==> config.mk <==
export PLATFORM = sky130hd
export DESIGN_NAME = ps2_host_tx_flat
export DESIGN_NICKNAME = d
export VERILOG_FILES = /design/src/rtl/ps2_pkg.sv /design/src/rtl/ps2_host_tx_if.sv /design/src/rtl/ps2_line_sync.sv /design/src/rtl/ps2_host_tx.sv /design/src/flat_wrapper.sv
export SDC_FILE = /design/constraint.sdc
export NUM_CORES = 1
export LEC_CHECK = 0
export CAP_MARGIN = 20
export CORE_MARGIN = 3
export CORE_UTILIZATION = 55
export DETAILED_ROUTE_END_ITERATION = 16
export PLACE_DENSITY = 0.75
export SKIP_LAST_GASP = 1
export SLEW_MARGIN = 0
export SYNTH_ARGS = -nofsm -noshare
export SYNTH_HDL_FRONTEND = slang
export SYNTH_SLANG_ARGS = --single-unit
==> constraint.sdc <==
create_clock -name sysClk -period 6.2 [get_ports sysClk]
set_input_delay 0.62 -clock sysClk [delete_from_list [all_inputs] [get_ports sysClk]]
set_output_delay 0.62 -clock sysClk [all_outputs]
set_load 0.1 [all_outputs]
==> src/rtl/ps2_pkg.sv <==
// -----------------------------------------------------------------------------
// ps2_pkg
// Shared definitions for the PS/2 host-to-device transmitter:
//   ps2_tx_state_t  - transmitter FSM states
//   PS2_DATA_BITS   - data bits per PS/2 frame
//   PS2_FRAME_FALLS - device clock falls from start bit to stop bit
//   odd_parity()    - PS/2 parity bit for a data byte
// -----------------------------------------------------------------------------
package ps2_pkg;

  typedef enum logic [2:0] {
    IDLE,
    INHIBIT,
    REQ,
    DATA,
    ACK,
    WAITIDLE
  } ps2_tx_state_t;

  localparam int PS2_DATA_BITS   = 8;
  localparam int PS2_FRAME_FALLS = 10;

  // Odd parity: the parity bit makes the total count of ones odd.
  function automatic logic odd_parity(input logic [7:0] d);
    return ~(^d);
  endfunction

endpackage

==> src/rtl/ps2_host_tx_if.sv <==
// -----------------------------------------------------------------------------
// ps2_host_tx_if
// Command-side handshake of the PS/2 host transmitter.
//   txData  [7:0] command byte, taken when txValid && txReady
//   txValid       request to send txData
//   txReady       transmitter is idle and can take a byte
//   busy          transfer in progress
//   txDone        one-cycle pulse, byte acknowledged by the device
//   txErr         one-cycle pulse, NACK or timeout
// master = command source, slave = transmitter.
// -----------------------------------------------------------------------------
interface ps2_host_tx_if;
  logic [7:0] txData;
  logic       txValid;
  logic       txReady;
  logic       busy;
  logic       txDone;
  logic       txErr;

  modport master (
    output txData, txValid,
    input  txReady, busy, txDone, txErr
  );

  modport slave (
    input  txData, txValid,
    output txReady, busy, txDone, txErr
  );
endinterface

==> src/rtl/ps2_line_sync.sv <==
// -----------------------------------------------------------------------------
// ps2_line_sync
// Brings the raw open-drain PS/2 clock and data lines into the sysClk domain
// and flags falling edges of the keyboard clock. Shared with the receive path.
//   sysClk    system clock
//   reset     asynchronous active-low reset
//   keyClkIn  raw PS/2 clock line
//   keyDataIn raw PS/2 data line
//   clkFall   one-cycle pulse, SYNC_STAGES + 1 cycles after a raw 1->0 edge
//   clkSync   synchronised clock line
//   dataSync  synchronised data line
// SYNC_STAGES must be at least 2.
// -----------------------------------------------------------------------------
module ps2_line_sync #(
  parameter int SYNC_STAGES = 2
) (
  input  logic sysClk,
  input  logic reset,
  input  logic keyClkIn,
  input  logic keyDataIn,
  output logic clkFall,
  output logic clkSync,
  output logic dataSync
);

  logic [SYNC_STAGES-1:0] clk_sr;
  logic [SYNC_STAGES-1:0] data_sr;
  logic                   clk_prev;

  // Chains reset to 1, the idle level of both lines, so leaving reset never
  // looks like a clock fall.
  always_ff @(posedge sysClk or negedge reset) begin
    if (!reset) begin
      clk_sr   <= '1;
      data_sr  <= '1;
      clk_prev <= 1'b1;
      clkFall  <= 1'b0;
    end else begin
      // NOTE: non-blocking assignments let every stage sample the value from
      // before this edge; blocking ones would collapse the chain into a wire.
      clk_sr   <= {clk_sr[SYNC_STAGES-2:0], keyClkIn};
      data_sr  <= {data_sr[SYNC_STAGES-2:0], keyDataIn};
      clk_prev <= clk_sr[SYNC_STAGES-1];
      clkFall  <= clk_prev & ~clk_sr[SYNC_STAGES-1];
    end
  end

  assign clkSync  = clk_sr[SYNC_STAGES-1];
  assign dataSync = data_sr[SYNC_STAGES-1];

endmodule

==> src/rtl/ps2_host_tx.sv <==
// -----------------------------------------------------------------------------
// ps2_host_tx
// PS/2 host-to-device transmitter: sends one command byte (e.g. 0xED Set LEDs,
// 0xFF Reset) to the keyboard over the shared open-drain keyClk/keyData lines.
// Lines are only ever pulled low through active-high output enables. The
// keyboard clock is sampled as data; all logic runs on sysClk.
//   sysClk     system clock
//   reset      asynchronous active-low reset
//   tx         command handshake (ps2_host_tx_if.slave)
//   keyClkIn   raw PS/2 clock line
//   keyDataIn  raw PS/2 data line
//   keyClkOe   1 = pull keyClk low
//   keyDataOe  1 = pull keyData low
// Build option: define PS2_TX_RETRY_EN to re-send the byte once after a NACK
// or timeout; txErr then pulses only if the retry fails as well.
// INHIBIT_CYCLES must be at least 2.
// -----------------------------------------------------------------------------
module ps2_host_tx
  import ps2_pkg::*;
#(
  parameter int INHIBIT_CYCLES = 5000,
  parameter int TIMEOUT_CYCLES = 750000,
  parameter int SYNC_STAGES    = 2
) (
  input  logic         sysClk,
  input  logic         reset,
  ps2_host_tx_if.slave tx,
  input  logic         keyClkIn,
  input  logic         keyDataIn,
  output logic         keyClkOe,
  output logic         keyDataOe
);

  localparam int CNT_MAX = (INHIBIT_CYCLES > TIMEOUT_CYCLES) ? INHIBIT_CYCLES
                                                             : TIMEOUT_CYCLES;
  localparam int CW = $clog2(CNT_MAX) + 1;
  localparam int BW = $clog2(PS2_FRAME_FALLS) + 1;
  localparam int SW = $clog2(PS2_DATA_BITS + 1);

  localparam logic [CW-1:0] INH_LAST = CW'(INHIBIT_CYCLES);
  localparam logic [CW-1:0] INH_PRE  = CW'(INHIBIT_CYCLES - 1);
  localparam logic [CW-1:0] TMO_LAST = CW'(TIMEOUT_CYCLES - 1);
  // Bit count seen at the stop-bit fall (falls 1..9 carry data and parity).
  localparam logic [BW-1:0] STOP_CNT = BW'(PS2_FRAME_FALLS - 1);

  ps2_tx_state_t          state_q, state_d;
  logic [CW-1:0]          cnt_q, cnt_d;
  logic [BW-1:0]          bit_q, bit_d;
  logic [PS2_DATA_BITS:0] shreg_q, shreg_d;
  logic                   clk_oe_q, clk_oe_d;
  logic                   data_oe_q, data_oe_d;
  logic                   done_q, done_d;
  logic                   err_q, err_d;
  logic                   fail;
  logic                   active;
`ifdef PS2_TX_RETRY_EN
  logic                   retried_q, retried_d;
`endif

  logic clk_fall, clk_sync, data_sync;

  ps2_line_sync #(.SYNC_STAGES(SYNC_STAGES)) u_sync (
    .sysClk   (sysClk),
    .reset    (reset),
    .keyClkIn (keyClkIn),
    .keyDataIn(keyDataIn),
    .clkFall  (clk_fall),
    .clkSync  (clk_sync),
    .dataSync (data_sync)
  );

  // Line enables are registered, so the async reset releases both lines
  // immediately without waiting for a clock edge.
  always_ff @(posedge sysClk or negedge reset) begin
    if (!reset) begin
      state_q   <= IDLE;
      cnt_q     <= '0;
      bit_q     <= '0;
      shreg_q   <= '0;
      clk_oe_q  <= 1'b0;
      data_oe_q <= 1'b0;
      done_q    <= 1'b0;
      err_q     <= 1'b0;
`ifdef PS2_TX_RETRY_EN
      retried_q <= 1'b0;
`endif
    end else begin
      state_q   <= state_d;
      cnt_q     <= cnt_d;
      bit_q     <= bit_d;
      shreg_q   <= shreg_d;
      clk_oe_q  <= clk_oe_d;
      data_oe_q <= data_oe_d;
      done_q    <= done_d;
      err_q     <= err_d;
`ifdef PS2_TX_RETRY_EN
      retried_q <= retried_d;
`endif
    end
  end

  always_comb begin
    // NOTE: every signal gets a default before the case so no path leaves one
    // unassigned, which would otherwise infer a latch.
    state_d   = state_q;
    cnt_d     = cnt_q;
    bit_d     = bit_q;
    shreg_d   = shreg_q;
    clk_oe_d  = clk_oe_q;
    data_oe_d = data_oe_q;
    done_d    = 1'b0;
    err_d     = 1'b0;
    fail      = 1'b0;
    active    = 1'b0;
`ifdef PS2_TX_RETRY_EN
    retried_d = retried_q;
`endif

    case (state_q)
      IDLE: begin
        clk_oe_d  = 1'b0;
        data_oe_d = 1'b0;
        // txReady is high exactly in IDLE, so txValid alone means capture.
        if (tx.txValid) begin
          shreg_d  = {odd_parity(tx.txData), tx.txData};
          state_d  = INHIBIT;
          cnt_d    = CW'(1);
          clk_oe_d = 1'b1;
`ifdef PS2_TX_RETRY_EN
          retried_d = 1'b0;
`endif
        end
      end

      // cnt_q numbers the current clock-low cycle, 1..INHIBIT_CYCLES.
      INHIBIT: begin
        if (cnt_q == INH_LAST) begin
          state_d  = REQ;
          clk_oe_d = 1'b0;
          cnt_d    = '0;
          bit_d    = '0;
        end else begin
          cnt_d = cnt_q + 1'b1;
          // Start bit goes out during the final inhibit cycle.
          if (cnt_q == INH_PRE) data_oe_d = 1'b1;
        end
      end

      REQ, DATA: begin
        active = 1'b1;
        cnt_d  = cnt_q + 1'b1;
        if (clk_fall) begin
          bit_d   = bit_q + 1'b1;
          state_d = DATA;
          if (bit_q == STOP_CNT) begin
            data_oe_d = 1'b0;
            state_d   = ACK;
          end else begin
            // Index by count instead of shifting so the byte survives a retry.
            data_oe_d = ~shreg_q[bit_q[SW-1:0]];
          end
        end
      end

      ACK: begin
        active = 1'b1;
        cnt_d  = cnt_q + 1'b1;
        if (clk_fall) begin
          if (data_sync) fail = 1'b1;
          else           state_d = WAITIDLE;
        end
      end

      WAITIDLE: begin
        active = 1'b1;
        cnt_d  = cnt_q + 1'b1;
        if (clk_sync && data_sync) begin
          done_d  = 1'b1;
          state_d = IDLE;
        end
      end

      default: state_d = IDLE;
    endcase

    // Timeout overrides whatever the state logic decided this cycle.
    if (active && (cnt_q == TMO_LAST)) fail = 1'b1;

    if (fail) begin
      done_d    = 1'b0;
      bit_d     = '0;
      data_oe_d = 1'b0;
`ifdef PS2_TX_RETRY_EN
      if (!retried_q) begin
        retried_d = 1'b1;
        state_d   = INHIBIT;
        cnt_d     = CW'(1);
        clk_oe_d  = 1'b1;
      end else begin
        state_d  = IDLE;
        cnt_d    = '0;
        clk_oe_d = 1'b0;
        err_d    = 1'b1;
      end
`else
      state_d  = IDLE;
      cnt_d    = '0;
      clk_oe_d = 1'b0;
      err_d    = 1'b1;
`endif
    end
  end

  assign keyClkOe   = clk_oe_q;
  assign keyDataOe  = data_oe_q;
  assign tx.txDone  = done_q;
  assign tx.txErr   = err_q;
  assign tx.busy    = (state_q != IDLE);
  assign tx.txReady = (state_q == IDLE);

endmodule
==> src/flat_wrapper.sv <==
// flat-port wrapper written by rule: the top's interface ports become plain ports
module ps2_host_tx_flat import ps2_pkg::*;
#(
  parameter int INHIBIT_CYCLES = 5000,
  parameter int TIMEOUT_CYCLES = 750000,
  parameter int SYNC_STAGES    = 2
)
  (sysClk, reset, keyClkIn, keyDataIn, keyClkOe, keyDataOe, tx_txData, tx_txValid, tx_txReady, tx_busy, tx_txDone, tx_txErr);
  ps2_host_tx_if tx_i ();
  input  logic sysClk;
  input  logic reset;
  input  logic keyClkIn;
  input  logic keyDataIn;
  output logic keyClkOe;
  output logic keyDataOe;
  input wire logic [$bits(tx_i.txData)-1:0] tx_txData;
  input wire logic [$bits(tx_i.txValid)-1:0] tx_txValid;
  output wire logic [$bits(tx_i.txReady)-1:0] tx_txReady;
  output wire logic [$bits(tx_i.busy)-1:0] tx_busy;
  output wire logic [$bits(tx_i.txDone)-1:0] tx_txDone;
  output wire logic [$bits(tx_i.txErr)-1:0] tx_txErr;
  assign tx_i.txData = tx_txData;
  assign tx_i.txValid = tx_txValid;
  assign tx_txReady = tx_i.txReady;
  assign tx_busy = tx_i.busy;
  assign tx_txDone = tx_i.txDone;
  assign tx_txErr = tx_i.txErr;
  ps2_host_tx #(.INHIBIT_CYCLES(INHIBIT_CYCLES), .TIMEOUT_CYCLES(TIMEOUT_CYCLES), .SYNC_STAGES(SYNC_STAGES)) u_core (.sysClk(sysClk), .reset(reset), .tx(tx_i), .keyClkIn(keyClkIn), .keyDataIn(keyDataIn), .keyClkOe(keyClkOe), .keyDataOe(keyDataOe));
endmodule
# --- Yosys cells after proc, flatten, opt, wreduce, memory -nomap -nowiden ---
# Index checks and enable logic that the tools add are counted.
word_totals:
  ff_bits: 48
  latch_bits: 0
  ramBits: 0
  rom_bits: 0
  inputBits: 13
  out_inout_bits: 6
  elab_cells: 91
  mem_count: 0
classes:
  addsub: 2
  n_mul: 0
  n_div: 0
  magnitude_cmp: 1
  eq_ne: 17
  n_shift: 0
  n_mux: 38
  n_bitwise: 4
  reduce_logical: 17
ops:
  columns: ["op", "count"]
  rows:
  - ["$mux 21", 3]
  - ["$pmux 21 s3", 1]
  - ["$eq 21x13->1 const B", 2]
  - ["$mux 3", 8]
  - ["$add 21x1->21 const B", 1]
  - ["$eq 21x20->1 const B", 1]
  - ["$mux 1", 18]
  - ["$mux 5", 3]
  - ["$ne 3x2->1 const B", 5]
  - ["$pmux 3 s5", 1]
  - ["$pmux 5 s2", 1]
  - ["$ne 3x1->1 const B", 3]
  - ["$reduce_bool 3->1", 3]
  - ["$reduce_bool 4->1", 2]
  - ["$reduce_xor 8->1", 1]
  - ["$eq 3x2->1 const B", 2]
  - ["$eq 3x3->1 const B", 2]
  - ["$reduce_and 2->1", 3]
  - ["$reduce_and 6->1", 1]
  - ["$add 5x1->5 const B", 1]
  - ["$eq 5x4->1 const B", 1]
  - ["$lt 4x5->1 const B", 1]
  - ["$bmux 1 s4", 1]
  - ["$reduce_and 4->1", 1]
  - ["10 further kinds", 13]

# --- Longest topological paths before layout ---
# Gate-level depths: netlist of run 1.
logic_depth:
  ltp_word: 7
  ltp_mapped: 10
  mapped_depth_nobuf: 7

# --- By module ---
# Synthesis of run 1 repeated with hierarchy kept, for this count alone.
unflattened:
  cells_unflattened: 292
  hier_area_um2: 2793.9
by_module_without_submodules:
  columns: ["module", "instances", "cells_per_inst", "area_each_um2", "seq_area_each_um2"]
  rows:
  - ["ps2_host_tx", 1, 285, 2623.8, 1051.0]
  - ["ps2_line_sync", 1, 7, 170.2, 156.4]

# --- Least setup slack after synthesis of run 1 ---
# Ideal clock, no wire load.
synth_path:
  kind: "flip-flop to output port"
  from: "register u_core.state_q[1]"
  to: "output tx_busy"
  t_arrival_ps: 3974
  required_time_ps: 5580
  setup_slack_ps: 1606
  path_stages_with_launch: 4
  path_buffers: 1
  cell_sequence: "dfrtp_1 > clkbuf_1 > nor3_1 > inv_1"
synth_via:
  elab_chain_len: 1
synth_rtl:
  columns: ["element", "line", "source"]
  rows:
  - ["from (decl)", "ps2_host_tx.sv:46", "ps2_tx_state_t state_q, state_d;"]
  - ["from (signal assigned)", "ps2_host_tx.sv:88", "state_q <= state_d;"]
  - ["$reduce_bool 3->1", "ps2_host_tx.sv:218", "assign tx.busy = (state_q != IDLE);"]
  - ["to (decl)", "flat_wrapper.sv:19", "output wire logic [$bits(tx_i.busy)-1:0] tx_busy;"]
# No other way between the ends.

# --- Worst setup path in the final report of run 1 ---
layout_path:
  from: "register u_core.state_q[2]"
  to: "register u_core.cnt_q[13]"
layout_via:
  elab_chain_len: 7
  word_cells_on_any_way: 16
  classes_between: "eq/ne (6); mux (5); reduce/logical (5)"
layout_rtl:
  columns: ["element", "line", "source"]
  rows:
  - ["$eq 3x2->1 or $eq 3x3->1 (tied branches)", "ps2_host_tx.sv:119", "case (state_q)"]
  - ["$reduce_or 4->1 (no source line)", null, null]
  - ["$mux 1", "ps2_host_tx.sv:119", null]
  - ["$logic_and 1x1->1", "ps2_host_tx.sv:187", "if (active && (cnt_q == TMO_LAST)) fail = 1'b1;"]
  - ["$mux 1", "ps2_host_tx.sv:187", null]
  - ["$ne 3x2->1 (no source line) or $reduce_bool 4->1 (tied branches)", null, null]
  - ["$reduce_and 2->1 (no source line)", null, null]
  - ["to (signal assigned)", "ps2_host_tx.sv:89", "cnt_q <= cnt_d;"]
  - ["to (decl)", "ps2_host_tx.sv:47", "logic [CW-1:0] cnt_q, cnt_d;"]
# Parallel ways exist; a longest one is shown, timed or not.
# A chain may end at the register's enable or synchronous reset.

==> results of run 1 <==
[registers in the layout, indices dropped and copies added (netlist names)]
signal                  count
u_core.keyClkOe             1
u_core.keyDataOe            1
u_core.u_sync.clk_sr        2
u_core.tx.txDone            1
u_core.tx.txErr             1
u_core.cnt_q               21
u_core.shreg_q              9
u_core.u_sync.clkFall       1
u_core.bit_q                5
u_core.u_sync.clk_prev      1
u_core.state_q              3
u_core.u_sync.data_sr       2
[routing by layer]
layer / GRT usage / routed length (µm) / vias to the layer above / share of wire
li1: - / - / 1125 / -
met1: 0.295 / 2810 / 1145 / 0.47
met2: 0.334 / 2710 / 69 / 0.46
met3: 0.0493 / 289 / 12 / 0.049
met4: 0.0943 / 125 / 0 / 0.021
met5: 0 / 0 / - / 0
[worst min-delay path by stage]
stage	from	end
final	reset	u_core.u_sync.clkFall$_DFF_PN0_
after global routing	reset	u_core.state_q[0]$_DFFE_PN0P_
after CTS	u_core.u_sync.clk_sr[0]$_DFF_PN1_	u_core.u_sync.clk_sr[1]$_DFF_PN1_
after detailed placement	u_core.u_sync.clk_sr[0]$_DFF_PN1_	u_core.u_sync.clk_sr[1]$_DFF_PN1_
after global placement	u_core.u_sync.clk_sr[0]$_DFF_PN1_	u_core.u_sync.clk_sr[1]$_DFF_PN1_
after floorplan	reset	u_core.bit_q[0]$_DFFE_PN0P_
[cells by family after synthesis]
kind of cell,share of synthesized area
DFF,0.432
muxes,0.0703
and+or+nand+nor,0.239
adders and majority gates,0.0313
xor gates and xnor gates,0.0219
AOI/OAI and AO/OA,0.166
buffers and inverters,0.0394
[cell type report]
class,instances,area share
Tap cell,67,0.0266
Clock inverter,3,0.0147
Inverter,16,0.0190
Clock buffer,5,0.0218
Multi-Input combinational cell,215,0.468
Timing Repair Buffer,20,0.0666
Sequential cell,48,0.383
[layout by cell type (no fill, tap or decap), drive strengths merged, types with 8 or more instances in the layout]
cell / n
nand4: 11
clkdlybuf4s50: 17
or4: 10
nand3: 16
inv: 17
nand2: 20
a21oi: 27
o21ai: 8
dfrtp: 43
nor2: 14
o31ai: 8
a31oi: 9
and3: 8
mux2: 9
[metrics by stage]
step | total power [µW] | hold slack [ns] | utilization | worst slack [ns]
after CTS | 1230 | 0.363 | 0.651 | 3.19
after floorplan | 862 | 0.324 | - | 1.61
after global placement | 975 | 0.346 | 0.624 | 3.09
after global routing | 1310 | 0.217 | 0.655 | 2.79
after detailed placement | 992 | 0.350 | 0.627 | 3.16
final | 1220 | 0.202 | 0.655 | 3.14
[power breakdown]
group | switching [µW] | internal [µW]
Combinational | 339 | 207
Clock | 111 | 121
Sequential | 66.0 | 378
Total | 516 | 707
[worst register-to-register path: stages (launching register included)]
cell      delay [ns]
dfrtp_1         0.49
inv_1           0.16
ha_1            0.37
nand3b_1        0.13
nor4_1          0.54
a21oi_2         0.36
o32ai_2         0.64
o21ba_2         0.27
==> summary.md, run 1 <==
| Metric | Value |
|---|---|
| Top post-synthesis cells by count | `dfrtp_1, a21oi_1, nand2_1, inv_1, nand3_1` |
| Flop2flop setup slack | `3.14 ns` |
| Maximum clock insertion buffer count | `2` |
| Top area cells in the synthesized netlist | `dfrtp_1, dfstp_2, a21oi_1` |
| Clock-pin slew reported for the worst setup and hold paths after clock tree synthesis | `0.09 ns` |
| Total congestion overflow | `0` |
| Final setup vio count | `0` |
| Sequential cell area | `1210 µm²` |
| Maximum number of pins on one net before global-route repair | `49` |
| Synthesis-to-layout area growth | `12.8%` |
| First-pass GRT wire length | `10400 µm` |
| Share of final-layout standard cells stronger than drive strength 1 | `0.134` |
| Capturing instance or port of the critical path | `u_core.cnt_q[13]$_DFFE_PN0P_` |
| Post CTS Setup Buffer Count | `0` |
| Pwr per Cell Area | `388 nW/µm²` |
| Worst hold path class | `primary input to async pin` |
| Placed Instances | `365` |
| Number of placement rows | `25` |
| Relative slew slack | `0.327` |
| Antenna violation net count after detailed routing | `0` |
| Antenna violations before repair | `0` |
| CTS HTree Levels | `2` |
| Fill count | `428` |
| Core ar. | `4820 µm²` |
| Most area-hungry cell type in the Yosys netlist | `dfrtp_1` |
| Ys Warns | `0` |
| Register area share after synthesis | `0.432` |
| Die Span X | `77.3 µm` |
| Vertical die dimension | `77.3 µm` |
| Peak fanout along the critical path | `17` |
| Number of remaining DRC errors | `0` |
| Max Cap Violations | `0` |
| Signal arrival time at the worst endpoint | `3.27 ns` |
| CP Capture Type | `flop` |
| # diodes | `0` |
| Vias after detailed routing | `2351` |
| Number of cells on the worst reg-to-reg path | `7` |
| Count of flip-flops with a built-in enable after synthesis | `0` |
| Avg WL per Cell | `15.9 µm` |
| Effective utilization at floorplan | `0.580` |
| Outcome | `finished clean` |
| Shortest period the worst path allows | `3.06 ns` |
| All-Layer GR Usage | `0.218` |
| Number of top-level design ports | `19` |
| Via density | `6.29` |
| Port-buffer cells | `18` |
| Worst Setup Path Type | `flop to flop` |
| Instance count on the critical path | `7` |
| Launching instance or port of the critical path | `u_core.state_q[2]$_DFFE_PN0P_` |
| Area of the die | `5970 µm²` |
| Delay of the slowest cell on the worst path | `0.64 ns` |
| Primary flip-flop cell chosen by synthesis mapping | `dfrtp_1` |
| Endpoint of the worst register-to-register path | `u_core.cnt_q[13]$_DFFE_PN0P_` |
| Clock skew after layout | `0.00865 ns` |
| Syn avg cell area | `9.61 µm²` |
| Total negative slack for setup checks | `0 ns` |
| Pleak | `0.00123 µW` |
| Nets@finish | `326` |
| Maximum achievable frequency | `327 MHz` |
| Post-synth top area share | `0.385` |
| Setup repair after global routing missed its margin | `no` |
| Net Count, Synth | `311` |
| TritonRoute pass-1 iters | `4` |
| Placed wire-length estimate after detailed placement | `4210 µm` |
| Initial detailed-routing violation count | `210` |
| Post-cts hold buffer count | `0` |
| CP max stage cell | `o32ai_2` |
| Total detailed-routing wirelength | `5930 µm` |
| Final number of hold-violating endpoints | `0` |
| Vias in the first global route | `2252` |
| Fraction of registers with async set/reset | `1.00` |
| Area of the multi-input gates | `1480 µm²` |
| Number of sinks handled by clock tree synthesis | `48` |
| Cell area after placement | `3020 µm²` |
| Most frequently used cell type in the post-synthesis netlist | `dfrtp_1` |
| Number of buffers inserted during clock tree synthesis | `5` |
| Number of standard cells in the layout, taps in and fillers out | `374` |
| CTS root buf | `clkbuf_8` |
| CP Launch Type | `flop` |
| Count of unique library cells instantiated by Yosys | `51` |
| Synthesized instance count | `291` |
| Critical register-to-register path startpoint | `u_core.state_q[2]$_DFFE_PN0P_` |
| PostCTS Resize Cnt | `0` |
| Final cycle utilization of the critical path | `0.493` |
| Max-slew violations | `0` |
| List of cells traversed by the critical path | `inv_1 > ha_1 > nand3b_1 > nor4_1 > a21oi_2 > o32ai_2 > o21ba_2` |
| Gate family responsible for the most delay along the worst path | `compound AO/OA/AOI/OAI gates` |
| Actual transition at the worst max-transition pin | `1.01 ns` |
| Crit path buffers/inverters | `1` |
| Worst skew pair latency | `0.31 ns` |
| CTS tree | `built` |
| Synth Register Bits | `48` |
| Gpl congestion | `0.943` |
| Worst voltage drop across the vdd grid | `0.000203 V` |
| Worst EP required | `6.41 ns` |
| Syn Std Cell Area | `2800 µm²` |
| Post-route design area | `3150 µm²` |
Power figures use the tool's default switching activity.
==> inputs of run 2 (changes only) <==
clock period = 3.1 ns   (was 6.2 ns; I/O delays follow)
==> run 2 against run 1 <==
Against the previous run: sequential power rose by 100%; count of clock-buffer cells in the layout rose by 2; non-clock buffer count rose by 5; global-route usage fell by 0.60 points; routed wire length barely moved; highest routed layer unchanged; combinational power rose by 98%; largest cell class unchanged; worst hold slack improved by 0.16 ns; fmax rose by 14%.
==> summary.md, run 2 (synthesis results as in run 1) <==
| Metric | Value |
|---|---|
| CP Capture Type | `flop` |
| Area of the multi-input gates | `1480 µm²` |
| Antenna violations before repair | `0` |
| Total negative slack for setup checks | `0 ns` |
| Vias in the first global route | `2221` |
| Registers with the most flip-flops | `u_core.cnt_q (21), u_core.shreg_q (9), u_core.bit_q (5)` |
| Placed wire-length estimate after detailed placement | `4190 µm` |
| Flop2flop setup slack | `0.42 ns` |
| Worst hold path class | `flop to flop` |
| Fraction of power spent switching nets | `0.407` |
| Number of placement rows | `25` |
| Clock skew after layout | `0.00906 ns` |
| Final number of hold-violating endpoints | `0` |
| Relative slew slack | `0.349` |
| Power Internal | `1460 µW` |
| CTS tree | `built` |
| Vertical die dimension | `77.3 µm` |
| Peak fanout along the critical path | `36` |
| Post-layout utilization of the core | `0.664` |
| Final cycle utilization of the critical path | `0.866` |
| Max-slew violations | `0` |
| Placed Instances | `369` |
| # diodes | `0` |
| CP Launch Type | `flop` |
| First-pass GRT wire length | `10200 µm` |
| Worst skew pair latency | `0.30 ns` |
| Worst Setup Path Type | `flop to flop` |
| Max Cap Violations | `0` |
| Fill count | `393` |
| Port-buffer cells | `18` |
| Capturing instance or port of the critical path | `u_core.cnt_q[20]$_DFFE_PN0P_` |
| Flip-flop count of the largest register, all copies and words added | `21` |
| Most frequent cells in the layout | `dfrtp_1, a21oi_1, nand2_1` |
| CTS root buf | `clkbuf_8` |
| Outcome | `finished clean` |
| Share of final-layout standard cells stronger than drive strength 1 | `0.154` |
| Worst voltage drop across the vdd grid | `0.000477 V` |
| Maximum achievable frequency | `373 MHz` |
| Core ar. | `4820 µm²` |
| Vias after detailed routing | `2340` |
| Gpl congestion | `0.918` |
| Antenna violation net count after detailed routing | `0` |
| Clock-pin slew reported for the worst setup and hold paths after clock tree synthesis | `0.09 ns` |
| Shortest period the worst path allows | `2.68 ns` |
| Sw power | `1000 µW` |
| Sequential cell area | `1210 µm²` |
| Number of buffers inserted during clock tree synthesis | `5` |
| Via density | `6.17` |
| Total detailed-routing wirelength | `5930 µm` |
| Setup repair after global routing missed its margin | `no` |
| Initial detailed-routing violation count | `162` |
| Portion of total power attributed to sequential cells | `0.361` |
| Pleak | `0.00127 µW` |
| Pwr per Cell Area | `769 nW/µm²` |
| Die Span X | `77.3 µm` |
| Effective utilization at floorplan | `0.580` |
| PnR Total Power | `2460 µW` |
| Part of the total power dissipated in the clock network | `0.200` |
| Most common cell after layout, fill and taps aside | `dfrtp_1` |
| Area of the die | `5970 µm²` |
| Maximum number of pins on one net before global-route repair | `49` |
| Critical register-to-register path startpoint | `u_core.state_q[2]$_DFFE_PN0P_` |
| Number of cells on the worst reg-to-reg path | `8` |
| TritonRoute pass-1 iters | `4` |
| CTS HTree Levels | `2` |
| Launching instance or port of the critical path | `u_core.state_q[2]$_DFFE_PN0P_` |
| Signal arrival time at the worst endpoint | `2.92 ns` |
| Synthesis-to-layout area growth | `14.4%` |
| Actual transition at the worst max-transition pin | `0.974 ns` |
| Portion of total power attributed to combinational logic | `0.438` |
| Post CTS Setup Buffer Count | `0` |
| Final setup vio count | `0` |
| Worst EP required | `3.34 ns` |
| Total congestion overflow | `0` |
| Number of remaining DRC errors | `0` |
| Maximum clock insertion buffer count | `2` |
| Avg WL per Cell | `15.7 µm` |
| Endpoint of the worst register-to-register path | `u_core.cnt_q[20]$_DFFE_PN0P_` |
| Number of top-level design ports | `19` |
| Number of sinks handled by clock tree synthesis | `48` |
| Nets@finish | `331` |
| Register ranked first by flip-flop count | `u_core.cnt_q` |
| All-Layer GR Usage | `0.212` |
| Number of standard cells in the layout, taps in and fillers out | `379` |
==> run 2: how the worst min path moves through the flow <==
stage / startpoint / endpoint / slack [ns] / depth (start not counted)
2_1_floorplan: reset / u_core.bit_q[0]$_DFFE_PN0P_ / 0.01 / 0
3_3_place_gp: u_core.u_sync.data_sr[0]$_DFF_PN1_ / u_core.u_sync.data_sr[1]$_DFF_PN1_ / 0.35 / 0
3_5_place_dp: u_core.u_sync.data_sr[0]$_DFF_PN1_ / u_core.u_sync.data_sr[1]$_DFF_PN1_ / 0.35 / 0
4_1_cts: reset / u_core.u_sync.clkFall$_DFF_PN0_ / 0.22 / 1
5_1_grt: u_core.u_sync.clk_sr[0]$_DFF_PN1_ / u_core.u_sync.clk_sr[1]$_DFF_PN1_ / 0.37 / 0
6_report: u_core.u_sync.clk_sr[0]$_DFF_PN1_ / u_core.u_sync.clk_sr[1]$_DFF_PN1_ / 0.36 / 0
==> run 2: stage by stage <==
| step | worst slack (ns) | area, µm² | hold slack (ns) |
|---|---|---|---|
| 6_report | 0.416 | 3200 | 0.361 |
| 5_1_grt | 0.218 | 3200 | 0.369 |
| 4_1_cts | 0.401 | 3170 | 0.216 |
| 3_5_place_dp | 0.417 | 3040 | 0.348 |
| 3_3_place_gp | 0.580 | 3040 | 0.346 |
| 2_1_floorplan | 0.0576 | 2800 | 0.0144 |
==> run 2: critical path, cell delays in order, from the launching register on <==
cell      delay (ns)
dfrtp_1         0.50
inv_1           0.16
ha_1            0.36
nand3b_1        0.13
nor4_2          0.32
a21oi_2         0.09
buf_4           0.23
or4b_2          0.65
a21oi_1         0.16
==> run 2: layer usage <==
layer / track usage / up-vias / wire length [µm]
met2: 0.327 / 71 / 2720
met1: 0.292 / 1122 / 2790
li1: - / 1138 / -
met4: 0.0854 / 0 / 106
met3: 0.0423 / 9 / 310
met5: 0 / - / 0
==> run 2: power groups by stage <==
stage               Clock [µW]  Sequential, µW  Combinational (µW)
floorplan                    0             944                 785
global placement             0             898                1070
detailed placement           0             904                1070
CTS                        505             890                1080
global route               534             917                1200
finish                     493             890                1080
==> run 2: timing repair <==
item | 4_1_cts | 5_1_grt
hold endpoints to repair | 0 | 10
hold buffers | 0 | 1
resized for setup | 0 | 0
setup endpoints to repair | 0 | 0
==> run 2: area by class of cell <==
class / count / area share
Clock buffer: 7 / 0.0301
Clock inverter: 1 / 0.00939
Inverter: 16 / 0.0188
Multi-Input combinational cell: 215 / 0.464
Sequential cell: 48 / 0.378
Tap cell: 67 / 0.0262
Timing Repair Buffer: 25 / 0.0743
